--- src/rtl/otp_pad_engine.sv ---
// One-time-pad cipher engine with a bank of LFSR-filled pads and per-slot reuse tracking.
// Each pad may encrypt once and must then be consumed by one decrypt, which refills it.
module otp_pad_engine #(
    parameter int          DATA_W    = 8,
    parameter int          IDX_W     = 3,
    parameter logic [15:0] LFSR_SEED = 16'hACE1
) (
    input  logic              clk,
    input  logic              rst,
    input  logic              in_valid,
    output logic              in_ready,
    input  logic [DATA_W-1:0] in_data,
    input  logic [IDX_W-1:0]  in_index,
    input  logic              in_decrypt,
    input  logic              key_we,
    input  logic [IDX_W-1:0]  key_index,
    input  logic [DATA_W-1:0] key_data,
    output logic              out_valid,
    input  logic              out_ready,
    output logic [DATA_W-1:0] out_data,
    output logic [IDX_W-1:0]  out_index,
    output logic              out_err,
    output logic              busy_init
);
    localparam int DEPTH = 1 << IDX_W;

    localparam logic [0:0] ST_INIT = 1'b0;
    localparam logic [0:0] ST_RUN  = 1'b1;

    logic [0:0]        state_q, state_d;
    logic [IDX_W-1:0]  init_cnt_q, init_cnt_d;
    logic [15:0]       lfsr_q, lfsr_d;
    logic [DATA_W-1:0] pad_q [DEPTH];
    logic [DATA_W-1:0] pad_d [DEPTH];
    logic [DEPTH-1:0]  issued_q, issued_d;

    logic              out_valid_q, out_valid_d;
    logic [DATA_W-1:0] out_data_q, out_data_d;
    logic [IDX_W-1:0]  out_index_q, out_index_d;
    logic              out_err_q, out_err_d;

    logic [DATA_W-1:0] draw_s;
    logic              accept_s;
    logic              slot_issued_s;
    logic              legal_s;
    logic [DATA_W-1:0] xor_s;

    function automatic logic [15:0] lfsr_step(input logic [15:0] l);
        return {l[0] ^ l[2] ^ l[3] ^ l[5], l[15:1]};
    endfunction

    assign draw_s        = lfsr_q[DATA_W-1:0];
    assign in_ready      = (state_q == ST_RUN) && !key_we && (!out_valid_q || out_ready);
    assign accept_s      = in_valid && in_ready;
    assign slot_issued_s = issued_q[in_index];
    // Encrypt needs a FRESH pad, decrypt needs an ISSUED one.
    assign legal_s       = in_decrypt ? slot_issued_s : !slot_issued_s;
    assign xor_s         = in_data ^ pad_q[in_index];

    assign busy_init = (state_q == ST_INIT);
    assign out_valid = out_valid_q;
    assign out_data  = out_data_q;
    assign out_index = out_index_q;
    assign out_err   = out_err_q;

    // Next-state for the top FSM, pad bank and slot lifecycle.
    always_comb begin
        state_d    = state_q;
        init_cnt_d = init_cnt_q;
        pad_d      = pad_q;
        issued_d   = issued_q;
        lfsr_d     = lfsr_step(lfsr_q);
        case (state_q)
            ST_INIT: begin
                pad_d[init_cnt_q]    = draw_s;
                issued_d[init_cnt_q] = 1'b0;
                init_cnt_d           = init_cnt_q + IDX_W'(1);
                if (init_cnt_q == IDX_W'(DEPTH - 1)) begin
                    state_d = ST_RUN;
                end else begin
                    state_d = ST_INIT;
                end
            end
            ST_RUN: begin
                if (key_we) begin
                    pad_d[key_index]    = key_data;
                    issued_d[key_index] = 1'b0;
                end else if (accept_s && legal_s) begin
                    if (in_decrypt) begin
                        pad_d[in_index]    = draw_s;
                        issued_d[in_index] = 1'b0;
                    end else begin
                        issued_d[in_index] = 1'b1;
                    end
                end else begin
                    issued_d = issued_q;
                end
            end
            default: begin
                state_d = ST_INIT;
            end
        endcase
    end

    // Single-stage output register; holds its contents under backpressure.
    always_comb begin
        out_valid_d = out_valid_q;
        out_data_d  = out_data_q;
        out_index_d = out_index_q;
        out_err_d   = out_err_q;
        if (accept_s) begin
            out_valid_d = 1'b1;
            out_index_d = in_index;
            if (legal_s) begin
                out_data_d = xor_s;
                out_err_d  = 1'b0;
            end else begin
                out_data_d = '0;
                out_err_d  = 1'b1;
            end
        end else if (out_ready) begin
            out_valid_d = 1'b0;
        end else begin
            out_valid_d = out_valid_q;
        end
    end

    // Control and output state with synchronous reset.
    always_ff @(posedge clk) begin
        if (rst) begin
            state_q     <= ST_INIT;
            init_cnt_q  <= '0;
            lfsr_q      <= LFSR_SEED;
            issued_q    <= '0;
            out_valid_q <= 1'b0;
            out_data_q  <= '0;
            out_index_q <= '0;
            out_err_q   <= 1'b0;
        end else begin
            state_q     <= state_d;
            init_cnt_q  <= init_cnt_d;
            lfsr_q      <= lfsr_d;
            issued_q    <= issued_d;
            out_valid_q <= out_valid_d;
            out_data_q  <= out_data_d;
            out_index_q <= out_index_d;
            out_err_q   <= out_err_d;
        end
    end

    // Pad storage; every slot is rewritten during INIT after reset.
    always_ff @(posedge clk) begin
        if (rst) begin
            for (int k = 0; k < DEPTH; k++) begin
                pad_q[k] <= '0;
            end
        end else begin
            pad_q <= pad_d;
        end
    end

endmodule

--- config.mk ---
export PLATFORM = sky130hd
export DESIGN_NAME = otp_pad_engine
export DESIGN_NICKNAME = d
export VERILOG_FILES = /design/src/rtl/otp_pad_engine.sv
export SDC_FILE = /design/constraint.sdc
export NUM_CORES = 1
export LEC_CHECK = 0
export CAP_MARGIN = 25
export CORE_MARGIN = 2
export CORE_UTILIZATION = 55
export DETAILED_ROUTE_END_ITERATION = 8
export PLACE_DENSITY_LB_ADDON = 0.15
export SYNTH_ARGS = -nofsm -noshare
export SYNTH_HDL_FRONTEND = slang
export SYNTH_SLANG_ARGS = --single-unit
--- constraint.sdc ---
create_clock -name clk -period 3.4 [get_ports clk]
set_clock_uncertainty 0.15 [all_clocks]
set_input_delay 0.85 -clock clk [delete_from_list [all_inputs] [get_ports clk]]
set_output_delay 0.85 -clock clk [all_outputs]
set_load 0.02 [all_outputs]
==> impl_metrics.tcl <==
set metrics [dict create \
    hold_end "lfsr_q[13]" \
    critical_path_class "in -> out" \
    nets 736 \
    async_flop_share_pct 0 \
    min_path_type "reg -> reg" \
    syn_inst 663 \
    rsz0062_at_grt "false" \
    synth-edff-count 0 \
    place.gp.congestion 0.976 \
    clock_tree.buffer_depth 2 \
    initial_core_util_pct 56.7 \
    grt_usage_pct 32.0 \
    hold_start "lfsr_q[14]" \
    slew_headroom_pct 42.9 \
    postLayoutCoreUtil_pct 66.1 \
    fin_tns_setup_ns 0 \
    grt_pass1_vias 5113 \
    antenna_found_initial 0 \
    drive_gt1_share_pct 17.9 \
    rows 37 \
    die_x_um 107 \
    area_growth_pct 16.5 \
    arrival_ns 2.24 \
    die_h_um 107 \
    cts.sinks 105 \
    fmax_ghz 0.308 \
    whs_path_depth 1 \
    worstPathMaxFanout 4 \
    vdd_drop_max_mv 0.467 \
    ys_seq_area_share_pct 35.9 \
    dr.pass1.iters 5 \
    num-fill-cells 867 \
    root_buffer "clkbuf_8" \
    clock_latency_ns 0.39 \
    routed_wl_um 17700 \
    cts_tree "yes" \
    endpoint_kind "output port" \
    avgSynthCellArea_um2 8.83 \
    start_kind "input port" \
    cts_resized 0 \
    detail_route.wl_per_cell_um 20.9 \
    first_iter_violations 574 \
    cts_setup_buffers 0 \
    ys.warnings.count 0 \
    regToRegSetupSlack_ns 0.97 \
    synth-seq-cells 105 \
    grt_pass1_wl_um 27900 \
    min_period_over_period_pct 95.4 \
    clkTransAtPathRegs_ns 0.10 \
    power-per-cell-area_nw_per_um2 379 \
    io_buffers 42 \
    hpwlAfterDp_um 12400 \
    drv_slew 0 \
    syn_nets 693 \
    outcome "complete, no violations" \
    p_leak_uw 0.00258 \
    drc 0 \
    vias 5458 \
    core-area_um2 10300 \
    hold_violations 0 \
    ys_types 71 \
    r2r-end "pad_q[62]" \
    max_cap_violations 0 \
    pin_count 43 \
    worst_pin_slew_ns 0.857 \
    cp.required_ns 2.40 \
    via_per_inst 6.44 \
    cts_buffers 9 \
    grt.overflow.total 0 \
    antennaDiodeCount 0 \
    finalSetupViolCount 0 \
    htree_levels 3 \
    synth_area_um2 5850 \
    final_antenna_net_count 0 \
    synth_flop_cell "dfxtp_1" \
    fin_crit_ns 3.24 \
    ctsHoldBuffers 0 \
    rr_worst_depth 6 \
    grt_max_degree 78 \
    die_area_um2 11500 \
]
## where the power goes
part           total, uW  switching [uW]  internal (uW)
logic                431             242            188
registers           1320            42.2           1280
clock network        838             481            357
total               2590             765           1820
## registers in the layout (all words and copies together), names as in the netlist, named ones only
signal / cells
out_err: 1
out_data: 8
pad_q: 64
state_q: 1
init_cnt_q: 3
lfsr_q: 16
out_valid: 1
out_index: 3
## kinds of logic after synthesis
group | after synthesis | share of synthesized area, %
buf+inv | 63 | 5.13
fa+ha+maj | 2 | 0.428
xor+xnor | 12 | 1.80
mux | 60 | 13.1
flops | 105 | 35.9
simple gates | 229 | 18.9
compound gates | 192 | 24.7
## worst max-delay path by stage
stage                      startpoint   endpoint  slack (ns)  depth (start not counted)
after floorplan           in_index[0]  flip-flop        0.72                          8
after global placement    in_index[0]  pad_q[56]        0.11                          7
after detailed placement  in_index[0]  pad_q[62]        0.03                          7
after CTS                   out_ready   in_ready        0.17                          4
after global routing        out_ready   in_ready        0.11                          4
final                       out_ready   in_ready        0.16                          4
## worst max-delay path, cell delays in order
cell and delay (ns):
clkdlybuf4s50_1 0.40, nor2b_1 0.34, nor2_1 0.10, clkdlybuf4s50_1 0.55
## layout make-up
| type | count | area [um2] | share of cell area (%) |
|---|---|---|---|
| clock buffers | 9 | 124 | 1.82 |
| clock inverters | 7 | 85.1 | 1.25 |
| inverters | 6 | 22.5 | 0.330 |
| repair buffers | 89 | 866 | 12.7 |
| flip-flops and latches | 105 | 2100 | 30.8 |
| well taps | 136 | 170 | 2.50 |
| multi-input cells | 495 | 3450 | 50.6 |
## cells in the final DEF, fill, tap and decap left out, drive strengths merged, types with 10 or more instances in the layout
cell and n:
dfxtp 105, nor2 82, nand2 68, o21ai 50, buf 49, mux2i 42
clkdlybuf4s50 40, a22oi 33, a211oi 28, a21oi 20, nor2b 15, mux4 13
and3 10, inv 10
## routing by layer
layer | up-vias | share of wire [%] | global-route usage [%]
li1 | 2507 | - | -
met1 | 2596 | 42 | 43.5
met2 | 308 | 44 | 48.2
met3 | 47 | 10 | 9.36
met4 | 0 | 2.9 | 11.0
met5 | - | 0 | 1.90
## cells in the mapped netlist, types with 4 or more instances
cell | number | area share, %
clkbuf_1 | 33 | 2.1
a21oi_1 | 18 | 1.5
xnor2_1 | 8 | 1.2
a22o_1 | 8 | 1.2
xor2_1 | 4 | 0.60
a31oi_1 | 7 | 0.75
mux2_2 | 4 | 0.77
a211oi_2 | 10 | 2.1
a22oi_1 | 32 | 4.1
buf_6 | 4 | 0.77
mux2i_1 | 42 | 7.2
o22ai_1 | 8 | 0.86
a211oi_1 | 18 | 2.3
nor4_1 | 4 | 0.43
mux4_2 | 13 | 5.0
nand3_1 | 6 | 0.51
buf_2 | 11 | 0.94
o21bai_1 | 9 | 1.2
and3_1 | 10 | 1.1
and2_1 | 4 | 0.43
nand2_1 | 68 | 4.4
nand2b_1 | 6 | 0.64
nor3_1 | 4 | 0.34
inv_1 | 6 | 0.38
dfxtp_1 | 105 | 36
or2_2 | 9 | 0.96
nor2_1 | 80 | 5.1
o21ai_1 | 5 | 0.43
o21ai_0 | 41 | 3.5
nor2b_1 | 15 | 1.6
buf_4 | 5 | 0.64
## metrics by stage
stage | power [uW] | setup slack, ns | area [um2] | hold WS, ns | cells
after detailed placement | 1760 | 0.0306 | 6610 | 0.244 | 831
final | 2590 | 0.157 | 6820 | 0.270 | 847
after floorplan | 1600 | 0.716 | 5850 | 0.239 | 663
after CTS | 2590 | 0.167 | 6820 | 0.274 | 847
after global routing | 2680 | 0.112 | 6820 | 0.288 | 847
after global placement | 1760 | 0.112 | 6610 | 0.241 | 831
Note: power is estimated with default switching activity, not from simulation.
